--- config.mk ---
export PLATFORM = sky130hd
export DESIGN_NAME = apb_arbiter_flat
export DESIGN_NICKNAME = d
export VERILOG_FILES = /design/src/rtl/apb_arbiter_pkg.sv /design/src/rtl/APB.sv /design/src/rtl/apb_rr_picker.sv /design/src/rtl/apb_arbiter.sv /design/src/flat_wrapper.sv
export SDC_FILE = /design/constraint.sdc
export NUM_CORES = 1
export LEC_CHECK = 0
export CORE_AREA = 2 2 129 131
export DETAILED_ROUTE_END_ITERATION = 8
export DIE_AREA = 0 0 131 133
export PLACE_DENSITY = 0.76
export SLEW_MARGIN = 20
export SYNTH_ARGS = -nofsm -noshare
export SYNTH_HDL_FRONTEND = slang
export SYNTH_SLANG_ARGS = --single-unit
--- constraint.sdc ---
create_clock -name clk -period 5 [get_ports clk]
set_clock_uncertainty 0.15 [all_clocks]
set_input_delay 0.5 -clock clk [delete_from_list [all_inputs] [get_ports clk]]
set_output_delay 0.5 -clock clk [all_outputs]
set_load 0.02 [all_outputs]
--- src/rtl/apb_arbiter_pkg.sv ---
// Shared types for the two-requester APB arbiter: transfer FSM states,
// requester index type and the round-robin selection rule.
package apb_arbiter_pkg;

    // Transfer sequencing on the shared downstream bus
    typedef enum logic [1:0] {
        IDLE   = 2'd0,
        SETUP  = 2'd1,
        ACCESS = 2'd2,
        DONE   = 2'd3
    } arb_state_t;

    // Index of an upstream requester (0 or 1)
    typedef logic req_idx_t;

    // Requester 1 counts as "granted last" out of reset, so requester 0
    // wins the very first tie.
    localparam req_idx_t LAST_GRANT_RESET = 1'b1;

    // Round-robin choice: on a tie the requester not granted last wins;
    // otherwise whichever one is asking.
    function automatic req_idx_t rr_pick(input logic [1:0] req, input req_idx_t last);
        if (req == 2'b11) begin
            return ~last;
        end
        return req[1] ? 1'b1 : 1'b0;
    endfunction

endpackage

--- src/rtl/APB.sv ---
// APB bus bundle shared by the upstream requesters and the downstream bus.
// The requester side also supplies pclk/preset_n to the completer.
interface APB #(
    parameter int ADDR_WIDTH = 32,
    parameter int DATA_WIDTH = 32
);
    logic                    pclk;
    logic                    preset_n;
    logic [ADDR_WIDTH-1:0]   paddr;
    logic                    psel;
    logic                    penable;
    logic                    pwrite;
    logic [DATA_WIDTH-1:0]   pwdata;
    logic [DATA_WIDTH/8-1:0] pstrb;
    logic [2:0]              pprot;
    logic                    pwakeup;
    logic [DATA_WIDTH-1:0]   prdata;
    logic                    pready;
    logic                    pslverr;

    modport requester (
        output pclk, preset_n, paddr, psel, penable, pwrite, pwdata, pstrb, pprot, pwakeup,
        input  prdata, pready, pslverr
    );

    modport completer (
        input  paddr, psel, penable, pwrite, pwdata, pstrb, pprot, pwakeup,
        output prdata, pready, pslverr
    );
endinterface

--- src/rtl/apb_rr_picker.sv ---
// Two-way round-robin grant selector. Purely combinational; the caller
// qualifies the result with "any request pending".
module apb_rr_picker
    import apb_arbiter_pkg::*;
(
    input  logic [1:0] req,
    input  req_idx_t   last,
    output req_idx_t   grant
);

    // Pick the next requester, alternating on contention
    always_comb begin
        grant = rr_pick(req, last);
    end

endmodule

--- src/rtl/apb_arbiter.sv ---
// Two-requester APB arbiter in front of one shared downstream APB bus.
// A granted transfer is registered in IDLE, replayed downstream as
// SETUP/ACCESS, and the response is returned to the requester in DONE.
// Optional feature: define APB_ARBITER_TIMEOUT_EN to abort an ACCESS phase
// after TIMEOUT_CYCLES cycles with an error response.
module apb_arbiter
    import apb_arbiter_pkg::*;
#(
    parameter int TIMEOUT_CYCLES = 1024,
    parameter int ADDR_WIDTH     = 32,
    parameter int DATA_WIDTH     = 32
) (
    input  logic   clk,
    input  logic   rst_n,
    APB.completer  req0,
    APB.completer  req1,
    APB.requester  down
);

    localparam int STRB_WIDTH = DATA_WIDTH / 8;

    arb_state_t              state_reg;
    arb_state_t              state_next;
    req_idx_t                grant_reg;
    req_idx_t                last_grant_reg;
    req_idx_t                pick_grant;
    logic [1:0]              req_vec;
    logic                    timeout_hit;

    logic [ADDR_WIDTH-1:0]   paddr_reg;
    logic                    pwrite_reg;
    logic [DATA_WIDTH-1:0]   pwdata_reg;
    logic [STRB_WIDTH-1:0]   pstrb_reg;
    logic [2:0]              pprot_reg;
    logic [DATA_WIDTH-1:0]   prdata_reg;
    logic                    pslverr_reg;

    logic                    deliver0;
    logic                    deliver1;

    assign req_vec = {req1.psel, req0.psel};

    apb_rr_picker u_picker (
        .req   (req_vec),
        .last  (last_grant_reg),
        .grant (pick_grant)
    );

`ifdef APB_ARBITER_TIMEOUT_EN
    localparam int TO_W = (TIMEOUT_CYCLES > 1) ? $clog2(TIMEOUT_CYCLES) : 1;

    logic [TO_W-1:0] timeout_cnt_reg;

    // Count ACCESS cycles; cleared while in SETUP so it is zero on entry
    always_ff @(posedge clk or negedge rst_n) begin
        if (!rst_n) begin
            timeout_cnt_reg <= '0;
        end else if (state_reg == SETUP) begin
            timeout_cnt_reg <= '0;
        end else if (state_reg == ACCESS) begin
            timeout_cnt_reg <= timeout_cnt_reg + 1'b1;
        end
    end

    // A completer answering on the last allowed cycle still wins
    assign timeout_hit = (state_reg == ACCESS) && !down.pready &&
                         (timeout_cnt_reg == TO_W'(TIMEOUT_CYCLES - 1));
`else
    assign timeout_hit = 1'b0;
`endif

    // Next-state decode of the transfer sequencer
    always_comb begin
        state_next = state_reg;
        case (state_reg)
            IDLE:    if (|req_vec) state_next = SETUP;
            SETUP:   state_next = ACCESS;
            ACCESS:  if (down.pready || timeout_hit) state_next = DONE;
            DONE:    state_next = IDLE;
            default: state_next = IDLE;
        endcase
    end

    // State, grant bookkeeping, captured request fields and response
    always_ff @(posedge clk or negedge rst_n) begin
        if (!rst_n) begin
            state_reg      <= IDLE;
            grant_reg      <= 1'b0;
            last_grant_reg <= LAST_GRANT_RESET;
            paddr_reg      <= '0;
            pwrite_reg     <= 1'b0;
            pwdata_reg     <= '0;
            pstrb_reg      <= '0;
            pprot_reg      <= '0;
            prdata_reg     <= '0;
            pslverr_reg    <= 1'b0;
        end else begin
            state_reg <= state_next;
            case (state_reg)
                IDLE: begin
                    if (|req_vec) begin
                        grant_reg      <= pick_grant;
                        last_grant_reg <= pick_grant;
                        paddr_reg      <= pick_grant ? req1.paddr  : req0.paddr;
                        pwrite_reg     <= pick_grant ? req1.pwrite : req0.pwrite;
                        pwdata_reg     <= pick_grant ? req1.pwdata : req0.pwdata;
                        pstrb_reg      <= pick_grant ? req1.pstrb  : req0.pstrb;
                        pprot_reg      <= pick_grant ? req1.pprot  : req0.pprot;
                    end
                end
                ACCESS: begin
                    if (down.pready) begin
                        prdata_reg  <= down.prdata;
                        pslverr_reg <= down.pslverr;
                    end else if (timeout_hit) begin
                        prdata_reg  <= '0;
                        pslverr_reg <= 1'b1;
                    end
                end
                default: ;
            endcase
        end
    end

    // Downstream bus is a pure function of state and captured fields, so
    // reset removes psel/penable immediately.
    assign down.pclk     = clk;
    assign down.preset_n = rst_n;
    assign down.psel     = (state_reg == SETUP) || (state_reg == ACCESS);
    assign down.penable  = (state_reg == ACCESS);
    assign down.paddr    = paddr_reg;
    assign down.pwrite   = pwrite_reg;
    assign down.pwdata   = pwdata_reg;
    assign down.pstrb    = pstrb_reg;
    assign down.pprot    = pprot_reg;
    assign down.pwakeup  = req0.pwakeup | req1.pwakeup;

    // Response goes only to the granted requester, and only if it is still
    // in its access phase; a requester that walked away gets nothing.
    assign deliver0 = (state_reg == DONE) && (grant_reg == 1'b0) && req0.psel && req0.penable;
    assign deliver1 = (state_reg == DONE) && (grant_reg == 1'b1) && req1.psel && req1.penable;

    assign req0.pready  = deliver0;
    assign req0.prdata  = deliver0 ? prdata_reg : '0;
    assign req0.pslverr = deliver0 & pslverr_reg;
    assign req1.pready  = deliver1;
    assign req1.prdata  = deliver1 ? prdata_reg : '0;
    assign req1.pslverr = deliver1 & pslverr_reg;

endmodule

--- src/flat_wrapper.sv ---
// flat-port wrapper written by rule: the top's interface ports become plain ports
module apb_arbiter_flat import apb_arbiter_pkg::*;
#(
    parameter int TIMEOUT_CYCLES = 1024,
    parameter int ADDR_WIDTH     = 32,
    parameter int DATA_WIDTH     = 32
)
  (clk, rst_n, req0_paddr, req0_psel, req0_penable, req0_pwrite, req0_pwdata, req0_pstrb, req0_pprot, req0_pwakeup, req0_prdata, req0_pready, req0_pslverr, req1_paddr, req1_psel, req1_penable, req1_pwrite, req1_pwdata, req1_pstrb, req1_pprot, req1_pwakeup, req1_prdata, req1_pready, req1_pslverr, down_pclk, down_preset_n, down_paddr, down_psel, down_penable, down_pwrite, down_pwdata, down_pstrb, down_pprot, down_pwakeup, down_prdata, down_pready, down_pslverr);
  APB #(.ADDR_WIDTH(ADDR_WIDTH), .DATA_WIDTH(DATA_WIDTH)) req0_i ();
  APB #(.ADDR_WIDTH(ADDR_WIDTH), .DATA_WIDTH(DATA_WIDTH)) req1_i ();
  APB #(.ADDR_WIDTH(ADDR_WIDTH), .DATA_WIDTH(DATA_WIDTH)) down_i ();
  input  logic clk;
  input  logic rst_n;
  input wire logic [$bits(req0_i.paddr)-1:0] req0_paddr;
  input wire logic [$bits(req0_i.psel)-1:0] req0_psel;
  input wire logic [$bits(req0_i.penable)-1:0] req0_penable;
  input wire logic [$bits(req0_i.pwrite)-1:0] req0_pwrite;
  input wire logic [$bits(req0_i.pwdata)-1:0] req0_pwdata;
  input wire logic [$bits(req0_i.pstrb)-1:0] req0_pstrb;
  input wire logic [$bits(req0_i.pprot)-1:0] req0_pprot;
  input wire logic [$bits(req0_i.pwakeup)-1:0] req0_pwakeup;
  output wire logic [$bits(req0_i.prdata)-1:0] req0_prdata;
  output wire logic [$bits(req0_i.pready)-1:0] req0_pready;
  output wire logic [$bits(req0_i.pslverr)-1:0] req0_pslverr;
  input wire logic [$bits(req1_i.paddr)-1:0] req1_paddr;
  input wire logic [$bits(req1_i.psel)-1:0] req1_psel;
  input wire logic [$bits(req1_i.penable)-1:0] req1_penable;
  input wire logic [$bits(req1_i.pwrite)-1:0] req1_pwrite;
  input wire logic [$bits(req1_i.pwdata)-1:0] req1_pwdata;
  input wire logic [$bits(req1_i.pstrb)-1:0] req1_pstrb;
  input wire logic [$bits(req1_i.pprot)-1:0] req1_pprot;
  input wire logic [$bits(req1_i.pwakeup)-1:0] req1_pwakeup;
  output wire logic [$bits(req1_i.prdata)-1:0] req1_prdata;
  output wire logic [$bits(req1_i.pready)-1:0] req1_pready;
  output wire logic [$bits(req1_i.pslverr)-1:0] req1_pslverr;
  output wire logic [$bits(down_i.pclk)-1:0] down_pclk;
  output wire logic [$bits(down_i.preset_n)-1:0] down_preset_n;
  output wire logic [$bits(down_i.paddr)-1:0] down_paddr;
  output wire logic [$bits(down_i.psel)-1:0] down_psel;
  output wire logic [$bits(down_i.penable)-1:0] down_penable;
  output wire logic [$bits(down_i.pwrite)-1:0] down_pwrite;
  output wire logic [$bits(down_i.pwdata)-1:0] down_pwdata;
  output wire logic [$bits(down_i.pstrb)-1:0] down_pstrb;
  output wire logic [$bits(down_i.pprot)-1:0] down_pprot;
  output wire logic [$bits(down_i.pwakeup)-1:0] down_pwakeup;
  input wire logic [$bits(down_i.prdata)-1:0] down_prdata;
  input wire logic [$bits(down_i.pready)-1:0] down_pready;
  input wire logic [$bits(down_i.pslverr)-1:0] down_pslverr;
  assign req0_i.paddr = req0_paddr;
  assign req0_i.psel = req0_psel;
  assign req0_i.penable = req0_penable;
  assign req0_i.pwrite = req0_pwrite;
  assign req0_i.pwdata = req0_pwdata;
  assign req0_i.pstrb = req0_pstrb;
  assign req0_i.pprot = req0_pprot;
  assign req0_i.pwakeup = req0_pwakeup;
  assign req0_prdata = req0_i.prdata;
  assign req0_pready = req0_i.pready;
  assign req0_pslverr = req0_i.pslverr;
  assign req1_i.paddr = req1_paddr;
  assign req1_i.psel = req1_psel;
  assign req1_i.penable = req1_penable;
  assign req1_i.pwrite = req1_pwrite;
  assign req1_i.pwdata = req1_pwdata;
  assign req1_i.pstrb = req1_pstrb;
  assign req1_i.pprot = req1_pprot;
  assign req1_i.pwakeup = req1_pwakeup;
  assign req1_prdata = req1_i.prdata;
  assign req1_pready = req1_i.pready;
  assign req1_pslverr = req1_i.pslverr;
  assign down_pclk = down_i.pclk;
  assign down_preset_n = down_i.preset_n;
  assign down_paddr = down_i.paddr;
  assign down_psel = down_i.psel;
  assign down_penable = down_i.penable;
  assign down_pwrite = down_i.pwrite;
  assign down_pwdata = down_i.pwdata;
  assign down_pstrb = down_i.pstrb;
  assign down_pprot = down_i.pprot;
  assign down_pwakeup = down_i.pwakeup;
  assign down_i.prdata = down_prdata;
  assign down_i.pready = down_pready;
  assign down_i.pslverr = down_pslverr;
  apb_arbiter #(.TIMEOUT_CYCLES(TIMEOUT_CYCLES), .ADDR_WIDTH(ADDR_WIDTH), .DATA_WIDTH(DATA_WIDTH)) u_core (.clk(clk), .rst_n(rst_n), .req0(req0_i), .req1(req1_i), .down(down_i));
endmodule
==> results of run 1 <==
==> timing repair <==
action	4_1_cts	5_1_grt
endpoints found under the setup margin	0	0
hold buffers	1	0
endpoints found under the hold margin	49	0
==> cell type report <==
| type | instances | area [sq um] |
|---|---|---|
| clock buffers | 15 | 338 |
| clock inverters | 5 | 82.6 |
| fillers | 1398 | 6620 |
| inverters | 3 | 11.3 |
| multi-input cells | 406 | 2750 |
| flip-flops and latches | 109 | 2730 |
| well taps | 220 | 275 |
| repair buffers | 339 | 3370 |
==> routing by layer <==
layer / vias up / wire [um]
met1: 2408 / 7020
li1: 2474 / -
met4: 0 / 274
met3: 18 / 1640
met2: 209 / 8990
met5: - / 0
==> critical path, delay by kind of cell <==
| kind | cells | cell delay (ps) |
|---|---|---|
| buffers and inverters | 3 | 780 |
==> cell usage after synthesis, drive strengths merged <==
cell type  count
o32a           1
a22o           1
or2            1
o21a           1
inv            3
nor3b          1
and2          66
mux2          34
dfrtp        108
and4           1
a21oi        146
and4b          1
a21boi         1
o21ai          1
a31oi          1
clkbuf         5
dfstp          1
nand2         73
ha             4
buf           38
nor2          72
a21bo          1
==> metrics by stage <==
step	setup slack, ps	instance area (sq um)	hold WS (ps)	utilization [%]
3_5_place_dp	1340	9130	354	56.5
6_report	1080	9550	364	59.1
3_3_place_gp	1340	9130	346	56.5
4_1_cts	1070	9550	369	59.1
5_1_grt	1070	9550	388	59.1
2_1_floorplan	1720	5870	54.4	-
==> power breakdown <==
group	internal [mW]	switching, mW
Sequential	1.34	0.269
Combinational	1.26	1.42
Clock	0.584	0.360
Total	3.18	2.05
==> cells in the final DEF, fill, tap and decap left out, drive strengths merged, types with 2 or more instances in the layout <==
cell type      netlist  final
clkdlybuf4s50        0    329
a21oi              146    146
dfrtp              108    108
nand2               73     73
nor2                72     72
and2                66     66
mux2                34     34
clkbuf               5     14
buf                 38     10
ha                   4      4
inv                  3      3
clkinv               0      3
bufinv               0      2
==> kinds of logic (layout without fill, tap and decap cells) <==
group	count (synthesis)	after routing	share of synthesized area, %
adder cells (fa/ha/maj)	4	4	0.853
multiplexers	34	34	6.52
AND/OR/NAND/NOR	215	215	16.9
AO/OA/AOI/OAI	153	153	22.6
buffers and inverters	46	362	6.69
flip-flops	109	109	46.5
==> path summary, 6_finish.rpt <==
kind / cells after the start / slack (ps) / from / to
hold / removal: 2 / 360 / u_core.down.paddr[27] / u_core.down.paddr[27]
setup reg to reg: 6 / 2450 / u_core.state_reg[0] / u_core.down.pstrb[1]
setup / recovery: 3 / 1080 / clk / down_pclk
max in group asynchronous: 3 / 2960 / rst_n / u_core.down.paddr[13]
min in group asynchronous: 2 / 470 / rst_n / u_core.down.pstrb[1]
hold reg to reg: 2 / 360 / u_core.down.paddr[27] / u_core.down.paddr[27]
==> flow_summary.json, run 1 <==
{
  "wl_mm": 17.9,
  "wire_per_inst_um": 16.3,
  "grt_pass1_wl_mm": 27.5,
  "dieArea_sq_um": 17400,
  "tightest_slew_ps": 993,
  "ys_ff_latch": 109,
  "hold_viol_final": 0,
  "crit_chain": "clkbuf_16, clkbuf_16, clkdlybuf4s50_1",
  "drv_cap": 0,
  "ctsResizeCount": 0,
  "vdd_drop_max_mv": 0.444,
  "synth_cell_type_count": 27,
  "place_hpwl_mm": 13.2,
  "die_width_um": 131,
  "netlist_area_sq_um": 5870,
  "drc": 0,
  "cts_tree": "yes",
  "yosys.area.top_type": "dfrtp_1",
  "p_leak_nw": 3.77,
  "fin_cells": 1097,
  "num_antenna_cells": 0,
  "synth_top_cell_area_share_pct": 46.0,
  "crit_type": "clock port to output port",
  "antenna_found_initial": 0,
  "drtAntennaViolNets": 0,
  "use_met2_pct": 35.1,
  "outcome": "finished clean",
  "place_congestion": 0.773,
  "io_pins": 331,
  "drive_above_1_share_pct": 23.6,
  "slew_headroom_pct": 33.8,
  "finalPower_mw": 5.23,
  "first_global_vias": 4950,
  "cp_slowest_cell": "clkdlybuf4s50_1",
  "drv_slew": 0,
  "port_buffers": 330,
  "rsz0062_at_grt": "no",
  "firstDrtPassIters": 4,
  "cp.required_ps": 4350,
  "cp_max_fo": 2,
  "met3_usage_pct": 7.00,
  "vias": 5109,
  "drt-initial-drc-count": 140,
  "clk_pin_slew_ps": 70,
  "end_kind": "output port",
  "dieHeight_um": 133,
  "vias_per_cell": 4.66,
  "start_util_pct": 36.3,
  "fin_nets": 1062,
  "coreArea_sq_um": 16200,
  "arrival_ps": 3270,
  "powerDensity_nw_per_um2": 547,
  "std_cell_rows": 47,
  "fin_tns_setup_ps": 0,
  "overflow": 0,
  "yosysWarnings": 0,
  "start_kind": "clock port",
  "area_growth_pct": 62.7,
  "clk_latency_ps": 450,
  "syn_nets": 751,
  "synthTopCellsByArea": "dfrtp_1 (46%), a21oi_2 (21%), and2_1 (7.0%)",
  "grt_usage_pct": 20.5,
  "syn-mean-instance-area_sq_um": 10.5,
  "setup_viol": 0,
  "grt.busiest_layer": "met2",
  "cts_setup_buffers": 0,
  "grt_max_degree": 61,
  "cpPeakStageDelay_ps": 530,
  "gr-usage-met1_pct": 24.2,
  "seq_area_frac_synth_pct": 46.5,
  "placedCellCount": 1077,
  "syn_inst": 561,
  "hold_path.class": "flip-flop to flip-flop",
  "cpMostUsedCell": "clkbuf_16"
}
No activity file was read; power rests on OpenSTA's default activity.
==> run 2, diff against run 1 <==
--- a/config.mk
+++ b/config.mk
@@ -5,10 +5,10 @@
 export SDC_FILE = /design/constraint.sdc
 export NUM_CORES = 1
 export LEC_CHECK = 0
-export CORE_AREA = 2 2 129 131
+export CORE_AREA = 2 2 130 132
 export DETAILED_ROUTE_END_ITERATION = 8
-export DIE_AREA = 0 0 131 133
-export PLACE_DENSITY = 0.76
+export DIE_AREA = 0 0 132 134
+export PLACE_DENSITY = 0.75
 export SLEW_MARGIN = 20
 export SYNTH_ARGS = -nofsm -noshare
 export SYNTH_HDL_FRONTEND = slang
==> constraint.sdc (replaced) <==
create_clock -name clk -period 4.01 [get_ports clk]
set_clock_uncertainty 0.15 [all_clocks]
set_input_delay 0.401 -clock clk [delete_from_list [all_inputs] [get_ports clk]]
set_output_delay 0.401 -clock clk [all_outputs]
set_load 0.02 [all_outputs]
==> run 2 against run 1 <==
  * Final cell count is 0.18% higher
  * Die area increased by 1.5%
  * Flip-flop and latch count did not move
  * Highest routed layer unchanged
==> flow_summary.json, run 2 (synthesis results as in run 1) <==
{
  "outcome": "finished clean",
  "dieHeight_um": 134,
  "grt_max_degree": 74,
  "arrival_ps": 2770,
  "drc": 0,
  "grt_pass1_wl_mm": 28.5,
  "vias": 5158,
  "num_antenna_cells": 0,
  "drv_slew": 0,
  "start_kind": "clock port",
  "clk_pin_slew_ps": 80,
  "clk_latency_ps": 450,
  "wl_mm": 18.4,
  "start_util_pct": 36.0,
  "overflow": 0,
  "drv_cap": 0,
  "hold_viol_final": 0,
  "p_leak_nw": 3.80,
  "wire_per_inst_um": 16.8,
  "port_buffers": 330,
  "io_pins": 331,
  "std_cell_rows": 47,
  "fin_tns_setup_ps": 0,
  "path_buf_inv": 3,
  "path_depth": 3,
  "firstDrtPassIters": 4,
  "cpMostUsedCell": "clkbuf_16",
  "place_congestion": 0.755,
  "crit_type": "clock port to output port",
  "grt_usage_pct": 20.7,
  "reg2reg_depth": 6,
  "critical_path.top_delay_family": "buffers and inverters",
  "drive_above_1_share_pct": 23.8,
  "first_global_vias": 5058,
  "utilization_pct": 59.1,
  "setup_viol": 0,
  "crit_chain": "clkbuf_16, clkbuf_16, clkdlybuf4s50_1",
  "place_hpwl_mm": 13.7,
  "vdd_drop_max_mv": 0.364,
  "slew_headroom_pct": 43.8,
  "powerDensity_nw_per_um2": 683,
  "area_growth_pct": 63.9,
  "die_width_um": 132,
  "drtAntennaViolNets": 0,
  "hold_path.class": "input port to asynchronous set/reset pin",
  "vias_per_cell": 4.69,
  "cts_tree": "yes",
  "layout_commonest_cell": "clkdlybuf4s50_1",
  "antenna_found_initial": 0,
  "fin_nets": 1064,
  "cpPeakStageDelay_ps": 520,
  "dieArea_sq_um": 17700,
  "cp.required_ps": 3460,
  "cp_slowest_cell": "clkdlybuf4s50_1",
  "coreArea_sq_um": 16300,
  "cp_max_fo": 2,
  "layout_common_cells": "clkdlybuf4s50_1 (329), a21oi_2 (138), dfrtp_1 (108)",
  "drt-initial-drc-count": 153,
  "end_kind": "output port",
  "tightest_slew_ps": 844,
  "rsz0062_at_grt": "no"
}
[run 2: path summary, 6_finish.rpt]
path | slack (ps) | endpoint | from
max | 690 | down_pclk | clk
min | 180 | u_core.down.pwdata[31] | rst_n
max reg2reg | 1690 | u_core.down.paddr[0] | u_core.state_reg[0]
min reg2reg | 360 | u_core.down.paddr[24] | u_core.down.paddr[24]
max in group asynchronous | 1930 | u_core.down.pwdata[16] | rst_n
min in group clk | 330 | u_core.down.pstrb[0] | req0_pstrb[0]
[run 2: metal layers]
metal  vias up  share of wire, %  track usage [%]
li1       2479                 -                -
met1      2448                39             23.6
met2       213                51             36.3
met3        18               9.0             7.97
met4         0               1.5             5.92
met5         -                 0                0
[run 2: layout make-up]
class	instances	area (sq um)
multi-input combinational	406	2750
clock buffer	14	324
sequential	109	2730
tap	220	275
timing repair buffer	341	3450
clock inverter	6	86.3
fill	1431	6670
inverter	3	11.3
[run 2: through the flow]
stage / std cells / total power, mW / instance area (sq um) / setup slack [ps] / hold WS [ps]
after floorplan: 561 / 4.10 / 5870 / 1320 / -44.6
after CTS: 1099 / 6.66 / 9620 / 681 / 164
after global placement: 1079 / 5.45 / 9210 / 946 / 114
after global routing: 1099 / 6.97 / 9620 / 679 / 177
after detailed placement: 1079 / 5.52 / 9210 / 946 / 116
final: 1099 / 6.57 / 9620 / 685 / 180
[run 2: power by group]
group / total [mW] / internal, mW / switching [mW] / leakage, nW
combinational: 3.41 / 1.62 / 1.79 / 2.36
clock: 1.16 / 0.708 / 0.448 / 0.199
sequential: 2.01 / 1.67 / 0.335 / 1.24
[run 2: what timing repair did]
action,CTS,global route
resized for setup,0,0
endpoints found under the hold margin,10,0
buffers inserted,0,0
hold buffers,1,0
[run 2: worst reg2reg max path, cell delays in order (launching register included)]
cell     delay, ps
dfrtp_1        400
inv_1          110
ha_1           330
o21a_2         750
buf_12         300
nor2_1         120
a21oi_2        100
==> RTL edit, RTL diff (flow settings as in run 1) <==
`ADDR_WIDTH` is set to 32 in 3 places; all go to 64.
--- a/src/rtl/APB.sv
+++ b/src/rtl/APB.sv
@@ -2,5 +2,5 @@
 // The requester side also supplies pclk/preset_n to the completer.
 interface APB #(
-    parameter int ADDR_WIDTH = 32,
+    parameter int ADDR_WIDTH = 64,
     parameter int DATA_WIDTH = 32
 );
--- a/src/rtl/apb_arbiter.sv
+++ b/src/rtl/apb_arbiter.sv
@@ -8,5 +8,5 @@
 #(
     parameter int TIMEOUT_CYCLES = 1024,
-    parameter int ADDR_WIDTH     = 32,
+    parameter int ADDR_WIDTH     = 64,
     parameter int DATA_WIDTH     = 32
 ) (
--- a/src/flat_wrapper.sv
+++ b/src/flat_wrapper.sv
@@ -3,5 +3,5 @@
 #(
     parameter int TIMEOUT_CYCLES = 1024,
-    parameter int ADDR_WIDTH     = 32,
+    parameter int ADDR_WIDTH     = 64,
     parameter int DATA_WIDTH     = 32
 )
Ports: changed (resized down_paddr, req0_paddr and req1_paddr); port bits go from 331 to 427. The function was not compared with the original's and may differ.
==> RTL edit against run 1 <==
- critical path depth unchanged
- synthesized cell count up 31%
- die area unchanged
- first-iteration DRC count rose to 2.8 times the old value
- sequential cell count up 32
- design area up 22%
- routed wire length up 46%
- synthesized area up 12%
- setup slack worse by 1.0 ps
- power up 30%
- highest routed layer unchanged
==> RTL edit: results (changes against run 1) <==
* Status: finished, final reports clean
* Drt first pass iters at 5 (+1)
* Drt wl/cell at 19.1 um (+17%)
* FF+latch count at 141 (+29%)
* Hold Path Class: in2reg
* Clock buffers at 21 (+6)
* Sequential fraction of the synthesis area at 0.536 (+0.0708)
* Area post-placement at 11000 um^2 (+20%)
* Hold Crit Depth at 3 (+1)
* Number of vias per cell at 4.99 (+7.2%)
* Clock power share at 0.206 (+0.026)
* Hold_ws at 361 ps (-2.64 ps)
* Tightest Pin Transition at 1060 ps (+65.7 ps)
* Share of cells above drive strength 1 at 0.0740 (-0.162)
* Most common library cells after synthesis: a21oi_1, dfrtp_1, nand2_1
* Vias in the first global route at 7087 (+43%)
* Total GRT Usage at 0.299 (+0.0944)
* Post-Layout Inst Area at 11700 um^2 (+22%)
* Ranking of synthesized cells by area: dfrtp_1, a21oi_1, and2_1, nand2_1, nor2_1
* Antenna fix cells at 1 (+1)
* P_int at 4.17 mW (+31%)
* Reg area at 3530 um^2 (+29%)
* Non-clock buffer total of the final layout at 436 (+29%)
* DR iter-0 viols at 389 (+180%)
* Hold Startpoint: req0_paddr[17]
* Tot Pwr at 6.80 mW (+30%)
* Multi-input logic portion of the cell area at 0.240 (-0.0475)
* Global-route wire length before repair at 39500 um (+44%)
* Antenna violations before repair at 1 (+1)
* Synth cell types at 24 (-11%)
* GP Congestion at 0.854 (+10%)
* Final HPWL DP at 18900 um (+44%)
* Setup slack after layout at 1080 ps (-1.02 ps)
* Sequential power at 2.09 mW (+30%)
* Cells on worst reg2reg path at 7 (+1)
* Routed wire length at 26100 um (+46%)
* P_leak at 4.90 nW (+30%)
* Worst skew pair latency at 520 ps (+70 ps)
* Clock-cell share at 0.0568 (+0.0128)
* Mapped Area at 6590 um^2 (+12%)
* IO buf count at 426 (+29%)
==> RTL edit: logic make-up (layout without fill, tap and decap cells) <==
family,after synthesis,after routing,synth area share
adder cells (fa/ha/maj),4,4,0.00759
AO/OA/AOI/OAI,217,217,0.169
other,0,1,0
flip-flops,141,141,0.536
AND/OR/NAND/NOR,279,279,0.187
multiplexers,34,34,0.0581
buffers and inverters,60,474,0.0431
==> RTL edit: final timing paths <==
check,end
setup / recovery,down_pclk
hold / removal,u_core.down.paddr[17]$_DFFE_PN0P_
setup reg to reg,u_core.down.paddr[52]$_DFFE_PN0P_
hold reg to reg,u_core.down.pwdata[0]$_DFFE_PN0P_
max in group asynchronous,u_core.down.pwdata[19]$_DFFE_PN0P_
min in group asynchronous,u_core.down.pwdata[11]$_DFFE_PN0P_
==> RTL edit: metal layers <==
layer,vias up,track usage,share of wire
met1,3254,0.342,0.37
li1,3244,-,-
met5,-,0,0
met2,284,0.514,0.51
met4,0,0.113,0.033
met3,61,0.102,0.086
